--- config.mk ---
export PLATFORM = sky130hd
export DESIGN_NAME = alu_disp_scan
export DESIGN_NICKNAME = d
export VERILOG_FILES = /design/src/rtl/alu_disp_scan.sv
export SDC_FILE = /design/constraint.sdc
export NUM_CORES = 1
export LEC_CHECK = 0
export ABC_AREA = 0
export CAP_MARGIN = 20
export CORE_AREA = 2 2 109 111
export CTS_CLUSTER_DIAMETER = 200
export DETAILED_ROUTE_END_ITERATION = 8
export DIE_AREA = 0 0 111 113
export PLACE_DENSITY_LB_ADDON = 0.2
export SKIP_LAST_GASP = 1
export SLEW_MARGIN = 30
export SYNTH_ARGS = -nofsm -noshare
export SYNTH_HDL_FRONTEND = slang
export SYNTH_SLANG_ARGS = --single-unit
--- constraint.sdc ---
create_clock -name clk -period 3.1 [get_ports clk]
set_input_delay 0.93 -clock clk [delete_from_list [all_inputs] [get_ports clk]]
set_output_delay 0.93 -clock clk [all_outputs]
set_load 0.05 [all_outputs]
--- src/rtl/alu_disp_scan.sv ---
// rtl/alu_disp_scan.sv - ALU result snapshot and LED page sequencer
//
// Captures the ALU result word and flags on a capture strobe and drives the
// page select of the 8-LED result mux. Pages 0..3 show bytes 0..3 of the
// snapshot, page 4 shows the flags. Auto mode steps through the pages on a
// fixed dwell period; manual mode steps one page per debounced button press.
//
// Ports:
//   clk, rst     system clock, synchronous active-high reset
//   F, ZF, OF    live ALU result word, zero flag, overflow flag
//   capture      level; snapshot F/ZF/OF on every edge it is high
//   auto_en      1 = timed auto scan, 0 = manual stepping
//   hold         freezes page and dwell counter, drops button steps
//   step_btn     raw asynchronous push-button, active-high
//   F_LED_SW     page select to the LED mux (0..4)
//   F_snap       registered snapshot of F
//   ZF_snap      registered snapshot of ZF
//   OF_snap      registered snapshot of OF
//   page_tick    one-cycle pulse in the first cycle a new page is shown

module alu_disp_scan #(
  parameter int DWELL = 50_000_000,
  parameter int DEB   = 1_000_000
) (
  input  logic        clk,
  input  logic        rst,
  input  logic [31:0] F,
  input  logic        ZF,
  input  logic        OF,
  input  logic        capture,
  input  logic        auto_en,
  input  logic        hold,
  input  logic        step_btn,
  output logic [2:0]  F_LED_SW,
  output logic [31:0] F_snap,
  output logic        ZF_snap,
  output logic        OF_snap,
  output logic        page_tick
);

  localparam int DWW = $clog2(DWELL);
  localparam int DBW = $clog2(DEB);
  localparam logic [DWW-1:0] DWELL_LAST = DWW'(DWELL - 1);
  localparam logic [DBW-1:0] DEB_LAST   = DBW'(DEB - 1);
  localparam logic [2:0]     LAST_PAGE  = 3'd4;

  // Button path: two-flop synchroniser followed by a hold-time debouncer.
  logic           btn_meta;
  logic           btn_sync;
  logic           btn_stable;
  logic [DBW-1:0] deb_cnt;
  logic           deb_last;
  logic           step;

  assign deb_last = (deb_cnt == DEB_LAST);
  // Only the accepted 0->1 transition produces a step; release is silent.
  assign step     = btn_sync & ~btn_stable & deb_last;

  always_ff @(posedge clk) begin
    if (rst) begin
      btn_meta   <= 1'b0;
      btn_sync   <= 1'b0;
      btn_stable <= 1'b0;
      deb_cnt    <= '0;
    end else begin
      btn_meta <= step_btn;
      btn_sync <= btn_meta;
      if (btn_sync != btn_stable) begin
        if (deb_last) begin
          btn_stable <= btn_sync;
          deb_cnt    <= '0;
        end else begin
          deb_cnt <= deb_cnt + 1'b1;
        end
      end else begin
        deb_cnt <= '0;
      end
    end
  end

  // Page sequencing and dwell timing.
  logic [DWW-1:0] dwell_cnt;
  logic [DWW-1:0] dwell_eff;
  logic [DWW-1:0] dwell_nxt;
  logic           auto_q;
  logic           auto_nxt;
  logic [2:0]     page_nxt;
  logic           tick_nxt;
  logic           advance;

  // auto_q remembers the mode seen on the last edge that was not held, so a
  // fresh entry into auto mode counts from zero even if the counter was left
  // non-zero by an earlier held auto period.
  assign dwell_eff = auto_q ? dwell_cnt : '0;

  always_comb begin
    advance   = 1'b0;
    dwell_nxt = dwell_cnt;
    auto_nxt  = auto_q;
    page_nxt  = F_LED_SW;
    tick_nxt  = 1'b0;

    if (capture) begin
      dwell_nxt = '0;
      auto_nxt  = auto_en;
      page_nxt  = 3'd0;
    end else if (!hold) begin
      auto_nxt = auto_en;
      if (auto_en) begin
        // Expiry and a step on the same edge merge into one advance.
        if ((dwell_eff == DWELL_LAST) || step) begin
          advance   = 1'b1;
          dwell_nxt = '0;
        end else begin
          dwell_nxt = dwell_eff + 1'b1;
        end
      end else begin
        dwell_nxt = '0;
        advance   = step;
      end
    end

    if (advance) begin
      page_nxt = (F_LED_SW == LAST_PAGE) ? 3'd0 : F_LED_SW + 3'd1;
      tick_nxt = 1'b1;
    end
  end

  always_ff @(posedge clk) begin
    if (rst) begin
      F_LED_SW  <= 3'd0;
      dwell_cnt <= '0;
      auto_q    <= 1'b0;
      page_tick <= 1'b0;
    end else begin
      F_LED_SW  <= page_nxt;
      dwell_cnt <= dwell_nxt;
      auto_q    <= auto_nxt;
      page_tick <= tick_nxt;
    end
  end

  // Snapshot registers keep the display steady while the ALU inputs move.
  always_ff @(posedge clk) begin
    if (rst) begin
      F_snap  <= 32'd0;
      ZF_snap <= 1'b0;
      OF_snap <= 1'b0;
    end else if (capture) begin
      F_snap  <= F;
      ZF_snap <= ZF;
      OF_snap <= OF;
    end
  end

endmodule

# After elaboration in Yosys (flattened, before gate mapping)
# Index checks and enable logic that the tools add are counted.
op_classes:
  n_eq_ne: 5
  n_addsub: 3
  n_mux: 13
  n_bitwise: 4
  reduce_logical: 5
op_table:
  columns: ["operator", "n"]
  rows:
  - ["$mux W26", 3]
  - ["$add A26 B1 Y26 const B", 1]
  - ["$eq A26 B26 Y1 const B", 1]
  - ["$add A20 B1 Y20 const B", 1]
  - ["$eq A20 B20 Y1 const B", 1]
  - ["$mux W3", 3]
  - ["$mux W1", 7]
  - ["$add A3 B1 Y3 const B", 1]
  - ["$eq A3 B3 Y1 const B", 1]
  - ["$reduce_or A3 Y1", 1]
  - ["$and A1 B1 Y1", 2]
  - ["$ne A2 B2 Y1 const B", 1]
  - ["$not A1 Y1", 2]
  - ["$reduce_and A2 Y1", 1]
  - ["$reduce_bool A2 Y1", 1]
  - ["$reduce_or A2 Y1", 1]
  - ["$logic_or A1 B1 Y1", 1]
  - ["$ne A1 B1 Y1", 1]
totals:
  elab_cells: 41
  input_bits: 40
  out_inout_bits: 38
  regBits: 88

# Longest topological paths before layout
logic_depth:
  ltp_word: 9
  mapped_depth: 11
  mapped_depth_nobuf: 7

# Worst setup path before layout
# No wires, ideal clock.
synth_timing:
  path_type: "register to register"
  start: "register auto_q"
  end: "register dwell_cnt[24]"
  stages_incl_launch_ff: 12
  synth_period_minus_slack_ns: 2.386
  setup_ns: 0.121
  path_slack_ns: 0.714
  t_required_ns: 2.979
  path_buffers: 4
  arrival_time_ns: 2.265
  cell_sequence: "dfxtp_1 > buf_6 > buf_6 > clkbuf_1 > and2_1 > ha_1 > and3_1 > clkbuf_1 > nand3_1 > or4_1 > a31oi_1 > o21ai_0"
synth_via:
  elab_chain_cells: 5
  word_cells_on_any_way: 6
  classes_between: "add/sub (1); eq/ne (1); mux (3); reduce/logical (1)"
synth_rtl:
  columns: ["item", "line_no", "rtl"]
  rows:
  - ["from (decl)", "85", "logic auto_q;"]
  - ["from (signal assigned)", "138", "auto_q <= auto_nxt;"]
  - ["$mux W26 (*)", "94", "assign dwell_eff = auto_q ? dwell_cnt : '0;"]
  - ["branches (longest 2 deep; another with $add A26 B1 Y26)", null, null]
  - ["$mux W26 (*)", "111", "if ((dwell_eff == DWELL_LAST) || step) begin"]
  - ["$mux W26 (*)", "109", "if (auto_en) begin"]
  - ["to (signal assigned)", "137", "dwell_cnt <= dwell_nxt;"]
  - ["to (decl)", "82", "logic [DWW-1:0] dwell_cnt;"]
# Every way passes the cells marked *.
# A chain may end at the register's enable or synchronous reset.

# Worst setup path in the final report
layout_timing:
  start: "register F_LED_SW[0]"
  end: "output F_LED_SW[0]"
layout_rtl:
  columns: ["item", "line_no", "rtl"]
  rows:
  - ["from (decl)", "34", "output logic [2:0] F_LED_SW,"]
  - ["from (signal assigned)", "136", "F_LED_SW <= page_nxt;"]
# No word-level cell between the ends.

==> impl_metrics.tcl <==
set metrics [dict create \
    total_power_mw 2.60 \
    grt_pass1_wl_um 17100 \
    viasPerCell 5.33 \
    synth-compound-area-share 0.0943 \
    post-route-min-period_ps 2470 \
    rows 39 \
    critPathKind "register to output pin" \
    post-cts-setup-buffers 0 \
    grt_pass1_vias 3703 \
    yosysTopAreaCell "dfxtp_1" \
    cp.required_ps 2170 \
    htree_levels 3 \
    syn_inst 475 \
    dp_hpwl_um 7310 \
    syn_area_mm2 0.00421 \
    yosys.area_share.simple 0.280 \
    fillers 1073 \
    postRouteAntennaNets 0 \
    r2r_end "dwell_cnt[16]$_SDFFE_PP0N_" \
    fmax_ghz 0.404 \
    min_from "btn_meta$_SDFF_PP0_" \
    synth-main-ff-cell "dfxtp_1" \
    wl_um 10100 \
    synth_nets 520 \
    setup_violations 0 \
    path_depth 1 \
    netlist_top_cells_count "dfxtp_1 (88), nor2_1 (75), mux2i_1 (40), nand2_1 (36), nand3_1 (28)" \
    gr-usage-all-layers 0.164 \
    cts_root_buf "clkbuf_16" \
    die-area_mm2 0.0125 \
    hp-class "register to register" \
    synth-adder-area-share 0.0149 \
    avgSynthCellArea_um2 8.86 \
    vdd_drop_max_v 0.000307 \
    ys_seq_elements 88 \
    worstPathCellList "clkdlybuf4s50_1" \
    synthTopCellsByArea "dfxtp_1 (42%), mux2i_1 (9.5%), nor2_1 (6.7%)" \
    async_flop_share 0 \
    power.leakage_nw 1.89 \
    synth_top_area_frac 0.419 \
    io_pins 78 \
    report.final.hold_viol_count 0 \
    drive_gt1_frac 0.0830 \
    cts_tree "done" \
    status "finished clean" \
    grt_use_met3 0.0578 \
    synth_top_family_by_area "simple AND/OR/NAND/NOR gates" \
    slowest_stage "clkdlybuf4s50_1" \
    grt_util_met1 0.192 \
    tightest_slew_ps 773 \
    yosysMostFrequentCell "dfxtp_1" \
    overflow 0 \
    synth_cell_types 56 \
    wire_per_inst_um 14.5 \
    core_mm2 0.0113 \
    holdBufCountCts 0 \
    drt_iter0_drc 227 \
    grt_max_degree 37 \
    slew_viol_final 0 \
    fp.dieH_um 113 \
    diodes 0 \
    cp_top_family "buffers and inverters" \
    cp-start-kind "register" \
    rsz0062_at_grt "false" \
    regArea_mm2 0.00176 \
    cts.sinks 88 \
    critical-path-max-stage-delay_ps 830 \
    period_share 0.798 \
    io_buffers 77 \
    synthXorXnorAreaFrac 0.0416 \
    drcViolationCount 0 \
    synthToLayoutAreaGrowth_pct 28.5 \
    maxCapViolCount 0 \
    insertion_delay_ps 340 \
    synth_edf_count 0 \
    fin_tns_setup_ps 0 \
    start_util 0.373 \
    synth_mux_area_frac 0.0952 \
    grt_util_met2 0.282 \
    via_count 3715 \
    powerDensity_mw_per_mm2 481 \
    multi_input_area_mm2 0.00221 \
    finish.net_count 595 \
    worst-r2r-setup-slack_ps 820 \
    reg2reg_depth 7 \
    cts_resized 0 \
    reg2reg_from "auto_q$_SDFFE_PP0P_" \
    slew_headroom 0.484 \
    gp_congestion 0.866 \
    critPathMaxFanout 4 \
    synth_seq_area_share 0.419 \
    cts_made_buffers 9 \
    top_usage_layer "met2" \
    whs_path_depth 1 \
    cp.arrival_ps 1540 \
    first_pass_iters 6 \
    cts.clk_slew.worst_paths_ps 60 \
    antenna_found_initial 1 \
    fin_skew_ps 6.23 \
    endpoint_kind "output pin" \
    yosys_warnings 0 \
    min_to "btn_sync$_SDFF_PP0_" \
    die_w_um 111 \
    worst-path-buf-inv 1 \
    clock_path_buffers 2 \
]
## per-layer routing
metal  share of wire  vias to the layer above
met5          0.0012                        -
met3           0.069                       15
met2            0.48                       92
met1            0.44                     1761
li1                -                     1845
met4           0.011                        2
## logic make-up (layout without fill, tap and decap cells)
family,count (synthesis),count (layout)
AO/OA/AOI/OAI,55,55
adder cells (fa/ha/maj),5,5
flip-flops,88,88
buffers and inverters,45,124
XOR/XNOR,20,20
AND/OR/NAND/NOR,222,222
multiplexers,40,40
## cell usage in the layout, fill, tap and decap left out, drive strengths merged, types with 2 or more instances in the layout
cell type	count
dfxtp	88
clkdlybuf4s50	76
nor2	75
mux2i	40
nand2	36
nand3	28
nand4	19
inv	17
buf	16
a31oi	13
clkbuf	13
o21ai	12
xor2	11
nor4	10
xnor2	9
nor3	8
and3	6
and4	6
or4	6
and2	5
a21oi	5
nand4b	5
ha	5
a32oi	4
or3	4
nand3b	4
nor2b	3
o2111ai	3
or2	2
nor4bb	2
o21a	2
o22ai	2
o211ai	2
a2111oi	2
a22oi	2
o311ai	2
## flip-flops by register name, summed over array words and instances (netlist names), 3 cells and up
register   flops
F_LED_SW       3
deb_cnt       20
dwell_cnt     26
F_snap        32
## final cells by class
type                    instances  share of cell area
multi-input cells             342               0.410
clock buffers                  13              0.0500
clock inverters                 2             0.00694
flip-flops and latches         88               0.326
repair buffers                 92               0.163
inverters                      17              0.0118
well taps                     143              0.0331
## power by group
part           internal, mW  switching [mW]  total, mW
sequential             1.16          0.0155       1.18
combinational         0.128           0.179      0.306
clock                 0.686           0.433       1.12
## through the flow
stage          setup WS [ps]  utilization  cells  cell area, um^2  hold slack, ps
4_1_cts                  606        0.480    697             5410             443
5_1_grt                  526        0.480    697             5410             456
2_1_floorplan            714            -    475             4210             414
6_report                 625        0.480    697             5410             436
3_5_place_dp             279        0.452    682             5100             429
3_3_place_gp             183        0.452    682             5090             420
## how the worst max path moves through the flow
stage	start	to	slack, ps
3_5_place_dp	hold	dwell_cnt[17]$_SDFFE_PP0N_	280
3_3_place_gp	hold	dwell_cnt[8]$_SDFFE_PP0N_	180
4_1_cts	F_LED_SW[1]$_SDFFE_PP0P_	F_LED_SW[1]	610
6_report	F_LED_SW[0]$_SDFFE_PP0P_	F_LED_SW[0]	630
5_1_grt	hold	dwell_cnt[21]$_SDFFE_PP0N_	530
2_1_floorplan	auto_q$_SDFFE_PP0P_	dwell_cnt[24]$_SDFFE_PP0N_	710
Note: power is estimated with default switching activity, not from simulation.
==> edit (same flow settings) <==
Add an input register stage for `step_btn`, cleared by the reset; this delays it by one clock. The other inputs are not delayed to match.
--- a/src/rtl/alu_disp_scan.sv
+++ b/src/rtl/alu_disp_scan.sv
@@ -45,4 +45,14 @@
   localparam logic [2:0]     LAST_PAGE  = 3'd4;
 
+  logic step_btn_q;
+
+  always_ff @(posedge clk) begin
+    if (rst) begin
+      step_btn_q <= '0;
+    end else begin
+      step_btn_q <= step_btn;
+    end
+  end
+
   // Button path: two-flop synchroniser followed by a hold-time debouncer.
   logic           btn_meta;
@@ -64,5 +74,5 @@
       deb_cnt    <= '0;
     end else begin
-      btn_meta <= step_btn;
+      btn_meta <= step_btn_q;
       btn_sync <= btn_meta;
       if (btn_sync != btn_stable) begin
Behaviour: no difference found for any inputs over 10 cycles, from zero or initial values and one cycle with rst high; that may be too few to reach the edited logic, so the function may still have changed.
==> edit against the original RTL <==
Non-clock buffer count decreased by 3. Combinational power shrank 2%. Sequential cell count up 1. Critical path depth up 9. Cell count grew 0.29%. Count of clock-buffer cells in the layout decreased by 1. Register-to-register slack got worse by 0.37 ns. Final area shrank 2.3%. Worst setup slack got worse by 0.18 ns. Via count down 2.2%. Total power shrank 4.6%. Synthesized area decreased by 2.8%. Wire length is 2.5% lower. Critical path type is now reg -> reg. Largest power group unchanged.
==> edit: results (changes against the original RTL) <==
.. list-table::
   :header-rows: 1

   * - Metric
     - Value
   * - Outcome
     - completed
   * - Arrival time of data at the critical path endpoint
     - 2.87 ns (+1.33 ns)
   * - Antenna violations before repair
     - 0 (-1)
   * - Number of iterations in the first detailed-routing pass
     - 4 (-2)
   * - Yosys warnings
     - 0 (unchanged)
   * - Peak fanout along the critical path
     - 15 (+11)
   * - DP Cell Count
     - 684 (+0.29%)
   * - Nets in the synthesized netlist
     - 523 (+0.58%)
   * - Number of flops mapped to enable cells by yosys
     - 0 (unchanged)
   * - Routed length per placed instance
     - 14.1 um (-2.8%)
   * - Peak ir drop on the vdd network
     - 0.000287 V (-6.4%)
   * - HPWL Detailed
     - 7000 um (-4.3%)
   * - Placed cell area
     - 5020 um^2 (-1.6%)
   * - Pin count of the biggest net entering global routing
     - 42 (+14%)
   * - Relative contribution of sequential cells to total power
     - 47.9% (+2.7 points)
   * - GPL Wtd Cong
     - 0.872 (+0.75%)
   * - Number of global-route vias before repair
     - 3505 (-5.3%)
   * - Setup slack, reg-to-reg
     - 0.45 ns (-0.37 ns)
   * - Share of post-route cells with drive strength above 1
     - 6.83% (-1.5 points)
   * - Gates resized, CTS repair
     - 0 (unchanged)
   * - Final-stage net count
     - 597 (+0.34%)
   * - Global routing usage summed across all routing layers
     - 16.3% (about the same)
   * - Switching share of power
     - 25.2% (+1.1 points)
   * - Worst setup slack after placement
     - 0.270 ns (-0.00886 ns)
   * - Share of the cycle needed by the critical path after routing
     - 85.6% (+5.8 points)
   * - Leakage dissipation
     - 1.85 nW (-1.9%)
   * - Hold path start
     - step_btn_q$_SDFF_PP0_
   * - CP endpoint
     - dwell_cnt[13]$_SDFFE_PP0N_
   * - Async set or reset register ratio after synthesis
     - 0% (unchanged)
   * - Worst Clk Skew
     - 0.00523 ns (-0.00100 ns)
   * - Post-Synthesis Cells
     - 478 (+0.63%)
   * - Netlist cell types
     - 48 (-14%)
   * - Post-route non-filler standard cell count
     - 699 (+0.29%)
   * - Cells on worst reg2reg path
     - 10 (+3)
   * - Number of DRC markers after the initial detailed-route iteration
     - 196 (-14%)
   * - Top post-synthesis cells by count
     - dfxtp_1 (89), nor2_1 (85), nand2_1 (44)
   * - Type of the setup path with the least slack
     - reg -> reg
   * - Largest cells by area after synthesis
     - dfxtp_1 (44%), mux2i_1 (9.8%), nor2_1 (7.8%)
   * - Sequential-to-total area share from yosys stat
     - 43.6% (+1.7 points)
   * - First-pass GRT wire length
     - 17000 um (-0.60%)
   * - Slew at the pin closest to its max-slew limit
     - 0.601 ns (-0.172 ns)
   * - Clock-pin slew of the registers on the worst-case setup and hold paths
     - 0.06 ns (about the same)
   * - Buffers inserted during post-CTS setup optimization
     - 0 (unchanged)
   * - Via total after detailed routing
     - 3634 (-2.2%)
## edit: power by group through the flow
stage | clock network [W] | logic [W] | registers, W
2_1_floorplan | 0 | 0.0000862 | 0.00130
3_3_place_gp | 0 | 0.000299 | 0.00121
3_5_place_dp | 0 | 0.000302 | 0.00121
4_1_cts | 0.00102 | 0.000303 | 0.00119
5_1_grt | 0.00107 | 0.000320 | 0.00119
6_report | 0.000993 | 0.000301 | 0.00119
## edit: layer usage
layer | vias up | track usage [%] | share of wire [%]
met5 | - | 0 | 0
met4 | 0 | 6.50 | 1.5
met3 | 14 | 4.23 | 6.4
met2 | 96 | 25.9 | 46
met1 | 1689 | 21.4 | 46
li1 | 1835 | - | -
## edit: kinds of logic after synthesis
group           after synthesis  synth area share, %
simple gates                230                 28.5
flops                        89                 43.6
compound gates               60                 9.05
mux                          41                 10.1
buf+inv                      35                 3.46
xor+xnor                     18                 3.85
fa+ha+maj                     5                 1.53
## edit: cell type report
type                            count  area (um^2)
Clock buffer                       12          246
Clock inverter                      3         17.5
Fill cell                        1092         5990
Inverter                            9         33.8
Multi-Input combinational cell    354         2170
Sequential cell                    89         1780
Tap cell                          143          179
Timing Repair Buffer               89          856
## edit: metrics by stage
step / total power [W] / hold WS [ns]
6_report: 0.00248 / 0.440
5_1_grt: 0.00258 / 0.457
4_1_cts: 0.00251 / 0.443
3_5_place_dp: 0.00151 / 0.431
3_3_place_gp: 0.00151 / 0.419
2_1_floorplan: 0.00139 / 0.414
## edit: worst min path at each step
stage                                to  slack (ns)
global placement    btn_meta$_SDFF_PP0_        0.42
finish              btn_meta$_SDFF_PP0_        0.44
floorplan           btn_meta$_SDFF_PP0_        0.41
CTS                 btn_meta$_SDFF_PP0_        0.44
detailed placement  btn_meta$_SDFF_PP0_        0.43
global route        btn_meta$_SDFF_PP0_        0.46
## edit: critical path, cell delays in order, from the launching register on
cell	delay [ns]
dfxtp_1	0.34
buf_4	0.20
and2_1	0.15
ha_1	0.21
nand3_1	0.15
or4b_2	0.62
a2bb2o_2	0.30
nor4_2	0.05
buf_4	0.20
a41oi_1	0.24
a31oi_1	0.06
